[src/rtl/rvfi_ser_pkg.sv]
// Shared types for the RVFI commit serializer: the packed retirement record,
// the event kind, and the FIFO entry that carries either kind of event.
package rvfi_ser_pkg;

  typedef struct packed {
    logic [63:0] order;
    logic [31:0] insn;
    logic [63:0] pc_rdata;
    logic [63:0] pc_wdata;
    logic [4:0]  rd_addr;
    logic [63:0] rd_wdata;
    logic        trap;
    logic        halt;
    logic        intr;
    logic [1:0]  mode;
  } rvfi_rec_t;

  localparam int RVFI_REC_W = $bits(rvfi_rec_t);

  typedef enum logic {
    EV_INSN = 1'b0,
    EV_MIP  = 1'b1
  } ev_kind_e;

  // One buffered event; rec is meaningful for EV_INSN, mip for EV_MIP.
  typedef struct packed {
    ev_kind_e  kind;
    rvfi_rec_t rec;
    logic [31:0] mip;
  } ser_entry_t;

endpackage

[src/rtl/rvfi_ser_mwfifo.sv]
// Multi-write, single-read FIFO. Active write lanes are packed into
// consecutive slots starting at the write pointer, lowest lane first, so the
// enqueue order equals lane order. The caller guarantees there is room for
// every asserted lane; this block does not check for overflow.
module rvfi_ser_mwfifo
  import rvfi_ser_pkg::*;
#(
  parameter int DEPTH = 8,
  parameter int LANES = 3,
  localparam int AW = $clog2(DEPTH),
  localparam int LW = $clog2(DEPTH + 1)
) (
  input  logic                    clk,
  input  logic                    rst_n,
  input  logic [LANES-1:0]        wr_en,
  input  ser_entry_t [LANES-1:0]  wr_data,
  input  logic                    rd_en,
  output logic                    rd_valid,
  output ser_entry_t              rd_data,
  output logic [LW-1:0]           level
);

  ser_entry_t    mem [DEPTH];
  logic [AW-1:0] wr_ptr_q;
  logic [AW-1:0] rd_ptr_q;
  logic [LW-1:0] level_q;
  logic [AW-1:0] slot [LANES];
  logic [LW-1:0] n_wr;
  logic          pop;

  // Prefix count of active lanes gives each lane its slot offset.
  always_comb begin
    // NOTE: every variable written here gets a default first so no latch is inferred.
    n_wr = '0;
    slot = '{default: '0};
    for (int i = 0; i < LANES; i++) begin
      slot[i] = wr_ptr_q + AW'(n_wr);
      n_wr    = n_wr + LW'(wr_en[i]);
    end
  end

  assign pop = rd_en && (level_q != '0);

  // Storage write; pointers wrap naturally in AW bits.
  // NOTE: the array is not reset; empty-state outputs are masked below instead.
  always_ff @(posedge clk) begin
    for (int i = 0; i < LANES; i++) begin
      if (wr_en[i]) mem[slot[i]] <= wr_data[i];
    end
  end

  // Pointer and occupancy registers.
  // NOTE: sequential state uses non-blocking assignments only.
  always_ff @(posedge clk or negedge rst_n) begin
    if (!rst_n) begin
      wr_ptr_q <= '0;
      rd_ptr_q <= '0;
      level_q  <= '0;
    end else begin
      wr_ptr_q <= wr_ptr_q + AW'(n_wr);
      rd_ptr_q <= rd_ptr_q + AW'(pop);
      level_q  <= level_q + n_wr - LW'(pop);
    end
  end

  assign rd_valid = (level_q != '0);
  assign rd_data  = rd_valid ? mem[rd_ptr_q] : '0;
  assign level    = level_q;

endmodule

[src/rtl/rvfi_commit_serializer.sv]
// RVFI commit serializer: turns up to NRET retirements plus mip changes per
// cycle into a single in-order valid/ready event stream for the reference
// model. Within a cycle the mip event goes first, then ports 0..NRET-1.
// A cycle's events are accepted all-or-nothing against pre-pop free space.
// Optional build macro RVFI_SER_ORDER_CHECK_EN enables the rvfi order
// continuity checker; otherwise order_err_o is tied low.
module rvfi_commit_serializer
  import rvfi_ser_pkg::*;
#(
  parameter int NRET  = 2,
  parameter int DEPTH = 8   // power of two, at least NRET+1
) (
  input  logic                         clk_i,
  input  logic                         rst_ni,
  input  logic [NRET-1:0]              rvfi_valid_i,
  input  logic [NRET*RVFI_REC_W-1:0]   rvfi_rec_i,
  input  logic [31:0]                  mip_i,
  output logic                         out_valid_o,
  input  logic                         out_ready_i,
  output logic                         out_kind_o,
  output logic [RVFI_REC_W-1:0]        out_rec_o,
  output logic [31:0]                  out_mip_o,
  output logic                         overflow_o,
  output logic                         order_err_o,
  output logic [$clog2(DEPTH+1)-1:0]   level_o
);

  localparam int LANES = NRET + 1;
  localparam int LW    = $clog2(DEPTH + 1);
  localparam int CW    = $clog2(LANES + 1);

  logic [31:0]            mip_q;
  logic                   overflow_q;
  logic [LANES-1:0]       req;
  logic [LANES-1:0]       wr_en;
  ser_entry_t [LANES-1:0] wr_data;
  logic [CW-1:0]          n_req;
  logic [LW-1:0]          level;
  logic [LW-1:0]          free_slots;
  logic                   accept;
  logic                   head_valid;
  ser_entry_t             head;

  // Lane 0 carries the mip event, lanes 1..NRET the commit ports in order.
  always_comb begin
    req             = '0;
    wr_data         = '0;
    n_req           = '0;
    req[0]          = (mip_i != mip_q);
    wr_data[0].kind = EV_MIP;
    wr_data[0].mip  = mip_i;
    for (int p = 0; p < NRET; p++) begin
      req[p+1]          = rvfi_valid_i[p];
      wr_data[p+1].kind = EV_INSN;
      wr_data[p+1].rec  = rvfi_rec_i[p*RVFI_REC_W +: RVFI_REC_W];
    end
    for (int i = 0; i < LANES; i++) begin
      n_req = n_req + CW'(req[i]);
    end
  end

  // Space check uses occupancy before any same-cycle pop.
  assign free_slots = LW'(DEPTH) - level;
  assign accept     = (free_slots >= LW'(n_req));
  assign wr_en      = accept ? req : '0;

  rvfi_ser_mwfifo #(
    .DEPTH (DEPTH),
    .LANES (LANES)
  ) u_fifo (
    .clk      (clk_i),
    .rst_n    (rst_ni),
    .wr_en    (wr_en),
    .wr_data  (wr_data),
    .rd_en    (out_ready_i),
    .rd_valid (head_valid),
    .rd_data  (head),
    .level    (level)
  );

  // Last enqueued mip value; a dropped mip event leaves it unchanged so it retries.
  always_ff @(posedge clk_i or negedge rst_ni) begin
    if (!rst_ni) begin
      mip_q      <= '0;
      overflow_q <= 1'b0;
    end else begin
      if (wr_en[0]) mip_q <= mip_i;
      if (!accept && (n_req != '0)) overflow_q <= 1'b1;
    end
  end

`ifdef RVFI_SER_ORDER_CHECK_EN
  logic [63:0] exp_order_q;
  logic [63:0] exp_order_d;
  logic        order_seen_q;
  logic        order_seen_d;
  logic        order_err_q;
  logic        order_hit;

  // Walk accepted instruction events in enqueue order, chaining the expectation.
  always_comb begin
    exp_order_d  = exp_order_q;
    order_seen_d = order_seen_q;
    order_hit    = 1'b0;
    for (int p = 0; p < NRET; p++) begin
      if (wr_en[p+1]) begin
        if (order_seen_d && (wr_data[p+1].rec.order != exp_order_d)) order_hit = 1'b1;
        exp_order_d  = wr_data[p+1].rec.order + 64'd1;
        order_seen_d = 1'b1;
      end
    end
  end

  // Expected-order state and the sticky error flag.
  always_ff @(posedge clk_i or negedge rst_ni) begin
    if (!rst_ni) begin
      exp_order_q  <= '0;
      order_seen_q <= 1'b0;
      order_err_q  <= 1'b0;
    end else begin
      exp_order_q  <= exp_order_d;
      order_seen_q <= order_seen_d;
      if (order_hit) order_err_q <= 1'b1;
    end
  end

  assign order_err_o = order_err_q;
`else
  assign order_err_o = 1'b0;
`endif

  assign out_valid_o = head_valid;
  assign out_kind_o  = head.kind;
  assign out_rec_o   = head.rec;
  assign out_mip_o   = head.mip;
  assign overflow_o  = overflow_q;
  assign level_o     = level;

endmodule
[config.mk]
export PLATFORM = sky130hd
export DESIGN_NAME = rvfi_commit_serializer
export DESIGN_NICKNAME = d
export VERILOG_FILES = /design/src/rtl/rvfi_ser_pkg.sv /design/src/rtl/rvfi_ser_mwfifo.sv /design/src/rtl/rvfi_commit_serializer.sv
export SDC_FILE = /design/constraint.sdc
export NUM_CORES = 2
export LEC_CHECK = 0
export CAP_MARGIN = 20
export CORE_MARGIN = 2
export CORE_UTILIZATION = 31
export DETAILED_ROUTE_END_ITERATION = 6
export MAX_ROUTING_LAYER = met4
export PLACE_DENSITY_LB_ADDON = 0.25
export SETUP_SLACK_MARGIN = 0.05
export SLEW_MARGIN = 40
export SYNTH_ARGS = -nofsm -noshare
export SYNTH_HDL_FRONTEND = slang
export SYNTH_SLANG_ARGS = --single-unit
[constraint.sdc]
create_clock -name clk_i -period 11.75 [get_ports clk_i]
set_input_delay 2.35 -clock clk_i [delete_from_list [all_inputs] [get_ports clk_i]]
set_output_delay 2.35 -clock clk_i [all_outputs]
set_load 0.05 [all_outputs]
Yosys cells after proc, flatten, opt, wreduce, memory -nomap -nowiden
Memories as Yosys holds them, arrays and structs flattened.
Index checks and enable logic that the tools add are counted.
{"block": "op_classes", "add_sub_neg": 11, "order_cmp": 1, "eq_ne": 1, "n_mux": 8, "n_reduce_logical": 5}
{"operator": "$mux W331", "n": 1}
{"operator": "$ne A32 B32 Y1", "n": 1}
{"operator": "$add A3 B1 Y3", "n": 2}
{"operator": "$add A3 B3 Y3", "n": 2}
{"operator": "$mux W1", "n": 6}
{"operator": "$add A1 B1 Y2", "n": 2}
{"operator": "$add A4 B1 Y4", "n": 1}
{"operator": "$add A4 B4 Y4", "n": 1}
{"operator": "$ge A4 B2 Y1", "n": 1}
{"operator": "$reduce_bool A4 Y1", "n": 1}
{"operator": "$sub A4 B1 Y4", "n": 1}
{"operator": "$sub A4 B4 Y4 const A", "n": 1}
{"operator": "$mux W3", "n": 1}
{"operator": "$add A2 B1 Y2", "n": 1}
{"operator": "$logic_and A1 B1 Y1", "n": 2}
{"operator": "$reduce_bool A2 Y1", "n": 1}
{"operator": "$logic_not A1 Y1", "n": 1}
{"block": "word_totals", "register_bits": 43, "ram_bits": 2648, "inputBits": 633, "output_inout_bits": 338, "elab_cells": 32, "memories": 1}
{"memory": "u_fifo.mem", "words": 8, "word_bits": 331, "read_ports": 1, "rd_ports_with_merged_regs": 0, "wr": 3, "line_no": "rvfi_ser_mwfifo.sv:23", "rtl": "ser_entry_t mem [DEPTH];"}

Longest topological paths before layout
{"block": "logic_depth", "depth_word": 9, "mapped_depth": 27, "depth_no_buf": 21}

Modules after synthesis
A second synthesis with hierarchy kept.
{"block": "unflattened", "hier_cells": 18621, "hier_area_um2": 179393.3}
{"module": "rvfi_ser_mwfifo", "instances": 1, "cells_per_inst": 18485, "area_per_inst_um2": 177652.9, "seq_area_each_um2": 79766.5}
{"module": "rvfi_commit_serializer", "instances": 1, "cells_per_inst": 136, "area_per_inst_um2": 1740.4, "seq_area_each_um2": 825.8}

Worst setup path before layout
Ideal clock, no wire load.
{"block": "synth_timing", "path_type": "input to register", "start": "input port mip_i[28]", "end": "memory u_fifo.mem[0][100] (netlist name) (enable)", "setup_ns": 0.685, "arrival_ns": 13.661, "t_required_ns": 11.065, "path_slack_ns": -2.596, "path_stages": 26, "path_buffers": 6, "cell_sequence": "clkbuf_1 -> xor2_1 -> nor4_1 -> nand4_2 -> nor2_1 -> fa_1 -> inv_1 -> ha_1 -> nand2b_1 -> a211oi_4 -> buf_6 -> nand2_1 -> buf_2 -> o21ai_2 -> buf_6 -> inv_1 -> ha_1 -> ha_1 -> inv_1 -> fa_1 -> clkbuf_1 -> nand3_1 -> a21o_1 -> buf_2 -> nand2_1 -> or2_1"}
{"item": "start, declared", "line_no": "rvfi_commit_serializer.sv:17", "rtl": "input logic [31:0] mip_i,"}
{"item": "end, declared", "line_no": "rvfi_ser_mwfifo.sv:23"}

==> summary.md <==
| Metric | Value |
|---|---|
| Layout Utilization | between 30% and 40% |
| RSZ-0062 raised after global routing | false |
| Die Ht | 657 um |
| Sequential cell area fraction in the yosys report | 59.0% |
| Post-synthesis compound-gate area fraction | 16.1% |
| # IOs | roughly 970 |
| Crit path required time | roughly 13000 ps |
| Worst setup EP type | flop |
| Cells after synthesis | 8931 |
| Initial drt markers | 10100 |
| Minimum clock period | 9600 ps |
| Clk sink count | 2691 |
| Syn_area_per_cell | 14.8 um^2 |
| Routed Antenna Nets | 0 |
| Hold path depth | 2 |
| Core area | around 420000 um^2 |
| Fill count | 39800 |
| Port Buffer Count | just under 1000 |
| Hold Fails Final Rpt | 0 |
| Type of the most critical hold path | flop to flop |
| Clock Tree Buf Depth | 4 |
| Cts-stage hold buffer count | 0 |
| First-pass GRT wire length | 712000 um |
| Crit Path Category | input pin to flop |
| Post-Synth XOR/XNOR Area | 0.298% |
| Synthesized flop and latch total | around 2700 |
| Final Cycle Share | 81.7% |
| DRC errors left | 0 |
| Slew Limit Fails | 0 |
| # placed instances | 14300 |
| Die W | 657 um |
| NumNets Final | 9655 |
| Placed wire-length estimate | 294000 um |
| CTS tree | done |
| DR WL/cell | about 34 um |
| Max Clock Skew | about 76 ps |
| Slew headroom | 29.1% |
| Syn nets | 9587 |
| Share of layout cells above drive strength 1 | 15.9% |
| Post-Syn Area | 132000 um^2 |
| Initial Util | 31.1% |
| Worst Tran Pin Value | between 1000 and 1500 ps |
| Row count | ~240 |
| Worst setup SP type | input pin |
| Tot GR Track Use | 23.6% |
| Status | finished, final reports clean |
| Clock Pin Slew Worst Setup and Hold Paths | 50 ps |
| Synth Area in Adders | 0.246% |
| Die ar. | 431000 um^2 |
| H-Tree Level Count | 5 |
| Pin count of the biggest net entering global routing | 111 |
| Fin cells | 15100 |
| Max Clk Rate | 104 MHz |
| Worst Path Max Fanout | 87 |
| Routed wire length | 514000 um |
| Reg2reg path depth | 22 |
| Postcts setup bufs | 0 |
| GPL Wtd Cong | 0.822 |
| Post-Synth Simple-Gate Area | 3.21% |
| Grt total ovfl | 0 |
| Via count | 90400 |
| Synth Warn # | 0 |
| DRT Pass-1 Iters | 6 |
| Post-cts sizing count | 0 |
| Worst-Skew Late Latency | 980 ps |
| Total CTS buffers | 320 |
| Combinational family with the most area after synthesis | compound AO/OA/AOI/OAI gates |
| Initial antenna violation count | 227 |
| Mux contribution to synthesized area | between 10% and 20% |
| Area delta synth->final | 19.0% |
| Vias in the first global route | 90300 |
| Commonest cells after routing, fill and taps aside | 2384 x a22o_1, 2384 x edfxtp_1, 966 x clkdlybuf4s50_1, 662 x mux4_2, 585 x mux2i_1 |
| Final setup fails | 0 |
| CTS root buffer | clkbuf_16 |
| Max Cap Viol | 0 |
| Netlist cell types | 49 |
| Setup TNS | 0 ps |
| Vias per inst | 5.99 |
| CP arrival | 10370 ps |
## cells in the mapped netlist (all sizes together)
master	count	area, um^2
a21oi	5	32.5
dfrtp	43	1080
o21ba	8	80.1
mux2i	587	5880
edfxtp	2384	71600
nor3b	3	22.5
fa	5	100
nand2b	3	18.8
a22o	2384	20900
a21boi	4	41.3
nand4	2	25.0
nor2b	1	6.26
nor4	8	50.1
conb	1	3.75
nor3	11	60.1
clkbuf	315	1180
buf	1210	5430
a211oi	1	20.0
a21o	3	22.5
nand3	514	2570
o21ai	9	63.8
o211a	10	100
mux4	662	14900
dfxtp	264	5290
or2	9	56.3
o211ai	2	15.0
xnor2	7	61.3
nand2	15	56.3
and2	2	12.5
mux2	32	360
a211o	5	43.8
xor2	38	333
nor2	343	1340
and3	2	12.5
ha	18	225
inv	21	78.8
## path summary, 6_finish.rpt
check / startpoint / end / slack, ps
min in group asynchronous: rst_ni / mip_q[15] / 1560
max in group asynchronous: rst_ni / u_fifo.rd_ptr_q[2] / 9600
setup / recovery: mip_i[18] / u_fifo.mem[2][321] / 2150
hold reg to reg: u_fifo.mem[2][5] / u_fifo.mem[2][5] / 470
setup reg to reg: mip_q[18] / u_fifo.mem[2][321] / 3970
hold / removal: u_fifo.mem[2][5] / u_fifo.mem[2][5] / 470
## area by class of cell
cell class | instances | area [um^2] | area share, %
clock buffers | 416 | 8490 | 5.40
multi-input cells | 4694 | 47600 | 30.3
well taps | 5663 | 7090 | 4.51
repair buffers | 1271 | 13800 | 8.80
flip-flops and latches | 2691 | 78000 | 49.6
clock inverters | 164 | 1680 | 1.07
diodes | 174 | 435 | 0.277
inverters | 21 | 78.8 | 0.0501
## sequential cells by signal, indices dropped and copies added (netlist names)
| name | flops |
|---|---|
| mip_q | 32 |
| overflow_o | 1 |
| u_fifo.level | 4 |
| u_fifo.mem | 2648 |
| u_fifo.rd_ptr_q | 3 |
| u_fifo.wr_ptr_q | 3 |
## per-stage QoR
step | cell area [um^2] | setup slack, ps | hold WS (ps)
floorplan | 132000 | -2520 | 443
global placement | 146000 | 1190 | 451
detailed placement | 146000 | 1500 | 458
CTS | 157000 | 2450 | 467
global route | 157000 | 2080 | 478
finish | 157000 | 2150 | 466
## per-layer routing
metal | wire, um | part of all wire (%) | track usage [%]
met1 | 196000 | 38 | 28.3
met2 | 250000 | 49 | 37.8
met3 | 42800 | 8.3 | 4.91
met4 | 25100 | 4.9 | 11.5
met5 | 0 | 0 | -
## critical path: stages
cell	delay (ps)
clkdlybuf4s50_1	650
xor2_1	280
nor4_1	590
nand4_2	480
nor2_1	240
fa_1	470
inv_1	80
ha_1	230
nand2b_1	200
a211oi_4	250
buf_4	300
nand2_1	320
o21ai_4	160
inv_1	120
ha_1	330
ha_1	220
inv_1	120
fa_1	590
nor3_1	470
a21boi_4	390
buf_12	320
buf_12	570
a22o_1	260
## cells by family after synthesis
kind of cell / count (synthesis)
AO/OA/AOI/OAI: 2431
XOR/XNOR: 45
flip-flops: 2691
AND/OR/NAND/NOR: 913
adder cells (fa/ha/maj): 23
buffers and inverters: 1546
multiplexers: 1281
other: 1
Power is left out: the tool's default activity adds up to more than one toggle a clock period on the data nets, which glitch-free logic cannot reach.
